===== src/rtl/ps2_key_receiver.sv =====
// PS/2 keyboard receiver: conditions raw lines, deframes 11-bit frames,
// decodes E0-prefixed arrow keys into held levels and press pulses.
module ps2_key_receiver #(
  parameter int FILTER_LEN     = 8,
  parameter int TIMEOUT_CYCLES = 100000
) (
  input  logic       i_clk,
  input  logic       i_rst,
  input  logic       i_ps2_clk,
  input  logic       i_ps2_dat,
  output logic [7:0] o_byte,
  output logic       o_byte_valid,
  output logic       o_parity_err,
  output logic       o_frame_err,
  output logic       o_up,
  output logic       o_down,
  output logic       o_left,
  output logic       o_right,
  output logic       o_up_pos,
  output logic       o_down_pos,
  output logic       o_left_pos,
  output logic       o_right_pos
);

  localparam int FW = $clog2(FILTER_LEN + 1);
  localparam int TW = $clog2(TIMEOUT_CYCLES + 1);

  typedef enum logic [1:0] {
    S_IDLE, S_DATA, S_PAR, S_STOP
  } state_t;

  logic [1:0]    r_clk_s, r_dat_s;
  logic [FW-1:0] r_clk_cnt, r_dat_cnt;
  logic          r_clk_f, r_dat_f, r_clk_prev;
  state_t        r_state, w_next;
  logic [2:0]    r_bitcnt;
  logic [7:0]    r_shift;
  logic          r_par;
  logic [TW-1:0] r_tmo;
  logic          w_fall, w_tmo;
  logic          w_ok, w_perr, w_ferr;
  logic [7:0]    r_byte;
  logic          r_byte_valid, r_perr, r_ferr;
  logic          r_e0, r_f0;
  logic          r_up, r_down, r_left, r_right;
  logic          r_up_pos, r_down_pos, r_left_pos, r_right_pos;

  assign w_fall = r_clk_prev & ~r_clk_f;
  assign w_tmo  = (r_state != S_IDLE) && !w_fall &&
                  (r_tmo == TW'(TIMEOUT_CYCLES - 1));

  // Synchronize both lines and accept a level only after a stable run
  always_ff @(posedge i_clk) begin
    if (i_rst) begin
      r_clk_s    <= 2'b11;
      r_dat_s    <= 2'b11;
      r_clk_f    <= 1'b1;
      r_dat_f    <= 1'b1;
      r_clk_prev <= 1'b1;
      r_clk_cnt  <= '0;
      r_dat_cnt  <= '0;
    end else begin
      r_clk_s    <= {r_clk_s[0], i_ps2_clk};
      r_dat_s    <= {r_dat_s[0], i_ps2_dat};
      r_clk_prev <= r_clk_f;
      if (r_clk_s[1] == r_clk_f) begin
        r_clk_cnt <= '0;
      end else if (r_clk_cnt == FW'(FILTER_LEN - 1)) begin
        r_clk_f   <= r_clk_s[1];
        r_clk_cnt <= '0;
      end else begin
        r_clk_cnt <= r_clk_cnt + FW'(1);
      end
      if (r_dat_s[1] == r_dat_f) begin
        r_dat_cnt <= '0;
      end else if (r_dat_cnt == FW'(FILTER_LEN - 1)) begin
        r_dat_f   <= r_dat_s[1];
        r_dat_cnt <= '0;
      end else begin
        r_dat_cnt <= r_dat_cnt + FW'(1);
      end
    end
  end

  // Frame state register
  always_ff @(posedge i_clk) begin
    if (i_rst) r_state <= S_IDLE;
    else       r_state <= w_next;
  end

  // Frame next-state: advances on clock falls, aborts on timeout
  always_comb begin
    w_next = r_state;
    unique case (r_state)
      S_IDLE: if (w_fall && !r_dat_f) w_next = S_DATA;
      S_DATA: begin
        if (w_fall && r_bitcnt == 3'd7) w_next = S_PAR;
        else if (w_tmo)                 w_next = S_IDLE;
      end
      S_PAR: begin
        if (w_fall)     w_next = S_STOP;
        else if (w_tmo) w_next = S_IDLE;
      end
      S_STOP: if (w_fall || w_tmo) w_next = S_IDLE;
      default: w_next = S_IDLE;
    endcase
  end

  // Frame outcome: exactly one of ok / parity / framing per frame end
  always_comb begin
    w_ok   = 1'b0;
    w_perr = 1'b0;
    w_ferr = w_tmo;
    unique case (r_state)
      S_IDLE: if (w_fall && r_dat_f) w_ferr = 1'b1;
      S_STOP: begin
        if (w_fall) begin
          if (!r_dat_f)               w_ferr = 1'b1;
          else if (!(^{r_shift, r_par})) w_perr = 1'b1;
          else                        w_ok   = 1'b1;
        end
      end
      default: ;
    endcase
  end

  // Shift register, bit counter, parity capture and inter-edge timer
  always_ff @(posedge i_clk) begin
    if (i_rst) begin
      r_bitcnt <= '0;
      r_shift  <= '0;
      r_par    <= 1'b0;
      r_tmo    <= '0;
    end else begin
      if (w_fall || w_next == S_IDLE) r_tmo <= '0;
      else                            r_tmo <= r_tmo + TW'(1);
      if (w_fall) begin
        unique case (r_state)
          S_IDLE: r_bitcnt <= '0;
          S_DATA: begin
            r_shift  <= {r_dat_f, r_shift[7:1]};
            r_bitcnt <= r_bitcnt + 3'd1;
          end
          S_PAR:   r_par <= r_dat_f;
          default: ;
        endcase
      end
    end
  end

  // Registered frame result pulses and received byte
  always_ff @(posedge i_clk) begin
    if (i_rst) begin
      r_byte       <= '0;
      r_byte_valid <= 1'b0;
      r_perr       <= 1'b0;
      r_ferr       <= 1'b0;
    end else begin
      r_byte_valid <= w_ok;
      r_perr       <= w_perr;
      r_ferr       <= w_ferr;
      if (w_ok) r_byte <= r_shift;
    end
  end

  // Scan decoder: prefix flags, held arrow levels, press pulses
  always_ff @(posedge i_clk) begin
    if (i_rst) begin
      {r_e0, r_f0} <= 2'b00;
      {r_up, r_down, r_left, r_right} <= 4'b0;
      {r_up_pos, r_down_pos, r_left_pos, r_right_pos} <= 4'b0;
    end else begin
      {r_up_pos, r_down_pos, r_left_pos, r_right_pos} <= 4'b0;
      if (r_byte_valid) begin
        if (r_byte == 8'hE0) begin
          r_e0 <= 1'b1;
        end else if (r_byte == 8'hF0) begin
          r_f0 <= 1'b1;
        end else begin
          r_e0 <= 1'b0;
          r_f0 <= 1'b0;
          if (r_e0) begin
            unique case (r_byte)
              8'h75: begin
                r_up     <= !r_f0;
                r_up_pos <= !r_f0 && !r_up;
              end
              8'h72: begin
                r_down     <= !r_f0;
                r_down_pos <= !r_f0 && !r_down;
              end
              8'h6B: begin
                r_left     <= !r_f0;
                r_left_pos <= !r_f0 && !r_left;
              end
              8'h74: begin
                r_right     <= !r_f0;
                r_right_pos <= !r_f0 && !r_right;
              end
              default: ;
            endcase
          end
        end
      end else if (r_perr || r_ferr) begin
        r_e0 <= 1'b0;
        r_f0 <= 1'b0;
      end
    end
  end

  assign o_byte       = r_byte;
  assign o_byte_valid = r_byte_valid;
  assign o_parity_err = r_perr;
  assign o_frame_err  = r_ferr;
  assign o_up         = r_up;
  assign o_down       = r_down;
  assign o_left       = r_left;
  assign o_right      = r_right;
  assign o_up_pos     = r_up_pos;
  assign o_down_pos   = r_down_pos;
  assign o_left_pos   = r_left_pos;
  assign o_right_pos  = r_right_pos;

endmodule


===== config.mk =====
export PLATFORM = sky130hd
export DESIGN_NAME = ps2_key_receiver
export DESIGN_NICKNAME = d
export VERILOG_FILES = /design/src/rtl/ps2_key_receiver.sv
export SDC_FILE = /design/constraint.sdc
export NUM_CORES = 1
export LEC_CHECK = 0
export BUFFER_PORTS_ARGS = -buffer_cell sky130_fd_sc_hd__buf_2
export CORE_ASPECT_RATIO = 1.4
export CORE_MARGIN = 4
export CORE_UTILIZATION = 59
export DETAILED_ROUTE_END_ITERATION = 12
export PLACE_DENSITY = 0.78
export SYNTH_ARGS = -nofsm -noshare
export SYNTH_HDL_FRONTEND = slang
export SYNTH_SLANG_ARGS = --single-unit

===== constraint.sdc =====
create_clock -name i_clk -period 2.86 [get_ports i_clk]
set_clock_uncertainty 0.2 [all_clocks]
set_input_delay 0.429 -clock i_clk [delete_from_list [all_inputs] [get_ports i_clk]]
set_output_delay 0.429 -clock i_clk [all_outputs]
set_load 0.03 [all_outputs]

==> metrics.md, run 1 <==
| Metric | Value |
|---|---|
| Min-delay src | i_ps2_dat |
| TritonCTS Buffers | 9 |
| Drt total wl | 5800 um |
| Critical path endpoint category | flop |
| Worst-Skew Late Latency | 350 ps |
| Power Total | approximately 1.8 mW |
| Warnings, synthesis | 0 |
| Post-route ant nets | 0 |
| Critical Path Fanout Max | 18 |
| Fin. Hold Viols | 0 |
| Initial antenna violation count | 0 |
| WL/cell | 13.5 um |
| Row cnt | 30 |
| Clock Tree Buf Depth | 2 |
| Vias in the first global route | approximately 2200 |
| H-tree depth | 3 |
| Synth area leaders | dfxtp_1, xnor2_1, nand2_1 |
| Total Routing Usage GR | 0.202 |
| Period minus WS final | 2570 ps |
| Buffers & Inverters on Critical Path | 1 |
| Detailed Place HPWL | 4020 um |
| RSZ-0062 raised after global routing | no |
| Hold WC Path Type | in2reg |
| Relative slew slack | 0.428 |
| Reg2reg path depth | 6 |
| Arrival time worst endpoint | 2570 ps |
| Max-cap violations | 0 |
| Maximum vdd drop | between 0.4 and 0.5 mV |
| Register area share after synthesis | 0.440 |
| IO buf count | 22 |
| Filler instances | 391 |
| Worst Hold End | r_dat_s[0] |
| Top_reg_cell synth | dfxtp_1 |
| Slowest CP cell | or4_4 |
| Final core occ | 0.692 |
| CP top delay family | simple AND/OR/NAND/NOR gates |
| Achievable frequency | 388 MHz |
| R2r startpoint | r_state[0] |
| Status | finished, final reports clean |
| Core area | 4920 um2 |
| Setup TNS | 0 ps |
| # hold bufs at CTS | 0 |
| Actual slew at the worst max-slew pin | 856 ps |
| Worst R2R Setup Slack | around 290 ps |
| Startpoint Class | flop |
| First DRT Iteration DRCs | 125 |
| Share of layout cells above drive strength 1 | 0.142 |
| P&R area growth vs syn | 11.7% |
| Avg Inst Size Synth | 8.99 um2 |
| Kind of critical path | reg2reg |
| Post-synthesis mux area share | 0.0394 |
| Clock Tree Root | clkbuf_8 |
| Crit path required time | 2860 ps |
| Slew Limit Fails | 0 |
| Pre-Repair DR Iteration Count | 4 |
| Vias/cell | approximately 5.6 |
| Largest family of logic cells by synthesized area | simple AND/OR/NAND/NOR gates |
| Die area | 6400 um2 |
| Critical Path, Cell by Cell | inv_1 > ha_1 > or4_4 > nor3_4 > o221a_2 > a2111oi_0 |
| DR vias | 2406 |
| Die Y-Extent | 93.0 um |
| Clock Pin Slew Worst Setup and Hold Paths | 70 ps |
| Largest net degree at the start of global routing | 27 |
| CP max stage delay | 580 ps |
| Adder-Cell Fraction of Synth Area | 0.0369 |
| Initial cell density of the core | 0.620 |
| Multi-input logic area | about 1600 um2 |
| Cell Area, Synth | 3050 um2 |
| CTS resizes | 0 |
| Synth Area in XOR/XNOR | 0.0878 |
| Die width | 68.7 um |
| Final net count | 373 |
| Net Count, Synth | 352 |
| #FFs+latches synth | 67 |
| Synth top area share | 0.440 |
| GPL Wtd Cong | between 0.8 and 0.9 |
| Hold path cells | 2 |
| Count of different cell masters after synthesis | 43 |
| Final hold slack | roughly 57 ps |
| Overflow after GRT | 0 |
| Sink Count | between 60 and 70 |
| Register area | 1340 um2 |
| Synthesized instance count | 339 |
| Final setup viols | 0 |
| EDFF count, synth | 0 |
| Leakage power | 1.26 nW |
| Pwr Density | 538 nW/um2 |
| Global-route wire length before repair | 9610 um |
| Area fraction in compound gates after synthesis | 0.0965 |
| Leading area contributor after synthesis | dfxtp_1 |
| Async SR Flop Fraction | 0 |
| # IOs | 23 |
| Crit share post-route | 0.900 |
| CTS tree | yes |
| ANT cells | 0 |
| Setup Buffers After CTS | 0 |
| Drc violations | 0 |
| FF-to-FF End | r_tmo[15] |
| Simple logic cell fraction of the synthesized area | 0.266 |
-- cell families (layout without fill, tap and decap cells) --
kind of cell	count (synthesis)	count (layout)
DFF	67	67
buffers and inverters	22	48
muxes	12	12
and+or+nand+nor	154	154
AOI/OAI and AO/OA	46	46
xor gates and xnor gates	29	29
adders and majority gates	9	9
-- cell usage after synthesis, drive strengths merged (5+ instances only) --
| master | number |
|---|---|
| nor3 | 10 |
| a2111oi | 6 |
| buf | 6 |
| nor2 | 30 |
| o21ai | 6 |
| nand4 | 9 |
| clkbuf | 9 |
| mux2i | 12 |
| dfxtp | 67 |
| and3 | 5 |
| nand3 | 11 |
| ha | 9 |
| or2 | 6 |
| nand2 | 39 |
| nor2b | 6 |
| nand2b | 18 |
| xnor2 | 23 |
| inv | 7 |
| xor2 | 5 |
| a21oi | 26 |
-- through the flow --
| stage | cells | cell area [um2] | worst slack [ps] |
|---|---|---|---|
| detailed placement | 413 | 3190 | 315 |
| floorplan | 339 | 3050 | 583 |
| global route | 429 | 3400 | 148 |
| global placement | 413 | 3190 | 390 |
| CTS | 429 | 3400 | 290 |
| finish | 429 | 3400 | 285 |
-- cells in the final DEF, fill, tap and decap left out, drive strengths merged, types with 2 or more instances in the layout --
cell,n
nand2b,18
buf,25
nor2b,6
xnor2,23
o221a,2
xor2,5
nor3,10
nor4,3
and4b,2
o21ai,6
nand4,9
mux2i,12
clkbuf,10
and2,2
dfxtp,67
nor2,30
clkinv,3
nand3,11
and4,2
ha,9
or3,3
a22oi,3
inv,7
bufinv,2
a21oi,26
and3,5
or4,2
nand2,39
a2111oi,6
or2,6
a211o,2
nand3b,3
-- worst reg2reg max path, stage by stage (launching register included) --
cell and delay, ps:
dfxtp_1 390, inv_1 100, ha_1 290, or4_4 580, nor3_4 240, o221a_2 460, a2111oi_0 180
-- cell type report --
class	count	area share
Multi-Input combinational cell	250	0.472
Timing Repair Buffer	25	0.0390
Tap cell	64	0.0235
Sequential cell	67	0.394
Clock inverter	6	0.0265
Inverter	7	0.00772
Clock buffer	10	0.0375
-- worst max-delay path by stage --
stage	startpoint	end	slack, ps	cells after the start
after detailed placement	r_state[0]	r_tmo[16]	320	6
after global placement	r_state[0]	r_tmo[16]	390	6
after CTS	r_state[0]	r_tmo[13]	290	6
final	r_state[0]	r_tmo[15]	290	6
after global routing	r_state[0]	r_tmo[13]	150	6
after floorplan	r_state[0]	r_tmo[10]	580	8
-- power breakdown --
part	internal [mW]	switching, mW	total, mW	leakage (nW)
Sequential	0.937	0.00310	0.941	0.541
Clock	0.492	0.366	0.858	0.106
Combinational	0.0126	0.0205	0.0331	0.611
-- flip-flops by register name, indices dropped and copies added (netlist names), 2 cells and up --
register   count
r_state        2
r_clk_s        2
r_clk_cnt      4
o_byte         8
r_dat_cnt      4
r_tmo         17
r_bitcnt       3
r_shift        8
r_dat_s        2
-- per-layer routing --
layer | part of all wire | up-vias | global-route usage | wire length (um)
met5 | 0 | - | 0 | 0
met4 | 0.030 | 0 | 0.130 | 174
met3 | 0.037 | 12 | 0.0445 | 215
met2 | 0.50 | 43 | 0.334 | 2900
met1 | 0.43 | 1138 | 0.226 | 2510
li1 | - | 1213 | - | -
(Power assumes the default switching activity.)
==> inputs of run 2 (changes only) <==
Settings changed: CELL_PAD_IN_SITES_DETAIL_PLACEMENT from default to 1, CELL_PAD_IN_SITES_GLOBAL_PLACEMENT from default to 1, CORE_UTILIZATION 59 to 40, PLACE_DENSITY 0.78 to default, PLACE_DENSITY_LB_ADDON from default to 0.1, SLEW_MARGIN from default to 20.
==> run 2 against run 1 <==
Compared with the run above: count of clock-buffer cells in the layout decreased by 1; maximum frequency decreased by 2.9%; core utilization decreased by 23 points; flip-flop and latch count unchanged; cell area increased by 0.74%; largest power group unchanged; global-route usage decreased by 4.1 points; first-iteration DRC count decreased by 12%; combinational power about the same; wire length increased by 13%; critical path type unchanged; worst setup slack got worse by 76 ps; via count decreased by 0.71%.
==> metrics.md, run 2 (same netlist as run 1, synthesis figures left out) <==
| Metric | Value |
|---|---|
| Drc violations | 0 (unchanged) |
| Detailed Place HPWL | 4560 um (+13%) |
| Pint | 1.44 mW (-0.43%) |
| Die area | 9100 um2 (+42%) |
| Startpoint Class | flop |
| Relative slew slack | 0.407 (-0.0217) |
| Leakage power | 1.24 nW (-1.2%) |
| Setup WS post-layout | 210 ps (-75.7 ps) |
| Achievable frequency | 377 MHz (-2.9%) |
| Arrival time worst endpoint | 2650 ps (+80 ps) |
| Clk network pwr share | 0.469 (about the same) |
| Critical Path, Cell by Cell | inv_1 > ha_1 > or4_4 > nor3_4 > o221a_2 > a2111oi_0 |
| Worst-Skew Late Latency | 350 ps (about the same) |
| Largest register FFs | 17 (unchanged) |
| Commonest non-fill, non-tap cell in the layout | dfxtp_1 |
| Max-cap violations | 0 (unchanged) |
| Logic gate share of total power | 0.018 (about the same) |
| DR vias | 2389 (-0.71%) |
| Vias in the first global route | 2436 (+12%) |
| Initial cell density of the core | 0.411 (-0.208) |
| # IOs | 23 (unchanged) |
| Clock Pin Slew Worst Setup and Hold Paths | 70 ps (about the same) |
| Slowest CP cell | or4_4 |
| Sw frac | 0.217 (+0.00487) |
| CP top delay family | simple AND/OR/NAND/NOR gates |
| WL/cell | 14.2 um (+5.1%) |
| Core area | 7410 um2 (+51%) |
| # hold bufs at CTS | 0 (unchanged) |
| CTS tree | yes |
| Post-route ant nets | 0 (unchanged) |
| Clock Tree Root | clkbuf_8 |
| Clock Tree Buf Depth | 2 (unchanged) |
| Final setup viols | 0 (unchanged) |
| Setup TNS | 0 ps (unchanged) |
| GPL Wtd Cong | 0.824 (+0.54%) |
| Buffers & Inverters on Critical Path | 1 (unchanged) |
| Drt total wl | 6540 um (+13%) |
| Final non-filler cell area | 3430 um2 (+0.74%) |
| Setup Buffers After CTS | 0 (unchanged) |
| Critical Path Fanout Max | 18 (unchanged) |
| TritonCTS Buffers | 9 (unchanged) |
| Pwr Density | 535 nW/um2 (-0.54%) |
| CP max stage delay | 570 ps (about the same) |
| Sink Count | 67 (unchanged) |
| Maximum vdd drop | 0.342 mV (-25%) |
| Slew Limit Fails | 0 (unchanged) |
| Vias/cell | 5.19 (-7.4%) |
| P&R area growth vs syn | 12.5% |
| Final net count | 371 (-0.54%) |
| Initial antenna violation count | 0 (unchanged) |
| Die width | 81.8 um (+19%) |
| Overflow after GRT | 0 (unchanged) |
| Kind of critical path | reg2reg |
| H-tree depth | 3 (unchanged) |
| Share of layout cells above drive strength 1 | 0.140 (-0.00197) |
| Hold WC Path Type | in2reg |
| Crit path required time | 2860 ps (about the same) |
| Final hold slack | 73.5 ps (+16.6 ps) |
| ANT cells | 0 (unchanged) |
| Register share of total power | 0.513 (about the same) |
| Total Routing Usage GR | 0.161 (-0.0409) |
| Pre-Repair DR Iteration Count | 4 (unchanged) |
| Die Y-Extent | 111 um (+20%) |
| CTS resizes | 0 (unchanged) |
| P_sw | 0.399 mW (+2.5%) |
| Dpl cell area | 3210 um2 (+0.82%) |
| Status | finished, final reports clean |
| Most frequent cells in the layout | dfxtp_1, nand2_1, nor2_1, a21oi_1, xnor2_1 |
| Global-route wire length before repair | 11400 um (+18%) |
| First DRT Iteration DRCs | 110 (-12%) |
| Critical path endpoint category | flop |
| Fin. Hold Viols | 0 (unchanged) |
| Crit share post-route | 0.927 (+0.0265) |
| Actual slew at the worst max-slew pin | 888 ps (+32.5 ps) |
| Largest net degree at the start of global routing | 44 (+63%) |
| Dpl ws | 225 ps (-90.9 ps) |
| Power Total | 1.83 mW (+0.19%) |
| Largest Register | r_tmo |
| Row cnt | 37 (+23%) |
| RSZ-0062 raised after global routing | no |
| Period minus WS final | 2650 ps (+75.7 ps) |
| IO buf count | 22 (unchanged) |
-- run 2: cell types whose count changed in the layout (fill, tap and decap cells not counted) --
| cell | previous run | this run |
|---|---|---|
| buf_4 | 3 | 1 |
| clkbuf_1 | 1 | 0 |
| clkinv_2 | 1 | 2 |
| clkinv_4 | 2 | 0 |
| clkinvlp_4 | 1 | 3 |
-- run 2: layer usage --
layer  vias to the layer above  GRT usage  routed length [um]
met5                         -          0                   0
met1                      1152      0.201                2990
li1                       1206          -                   -
met3                        13     0.0293                 117
met2                        18      0.251                3250
met4                         0     0.0965                 184
-- run 2: final cells by class --
cell class	instances	area, um2
flip-flops and latches	67	1340
clock inverters	7	92.6
fillers	894	3980
clock buffers	9	124
inverters	7	26.3
well taps	97	121
multi-input cells	250	1610
repair buffers	23	118
-- run 2: power groups by stage --
stage          Clock (mW)  Combinational [mW]  Sequential [mW]
6_report            0.861              0.0333            0.941
5_1_grt             0.938              0.0380            0.942
4_1_cts             0.892              0.0341            0.941
3_5_place_dp            0              0.0342            0.963
3_3_place_gp            0              0.0337            0.963
2_1_floorplan           0              0.0210            0.965
-- run 2: final timing paths --
check	start	end	slack, ps	depth (start not counted)
setup / recovery	r_state[0]	r_tmo[16]	210	6
hold / removal	i_ps2_clk	r_clk_s[0]	70	2
setup reg to reg	r_state[0]	r_tmo[16]	210	6
hold reg to reg	r_clk_s[0]	r_clk_s[1]	210	1
-- run 2: through the flow --
step | instances | util
2_1_floorplan | 339 | -
3_5_place_dp | 444 | 0.434
5_1_grt | 460 | 0.463
4_1_cts | 460 | 0.463
3_3_place_gp | 444 | 0.434
6_report | 460 | 0.463
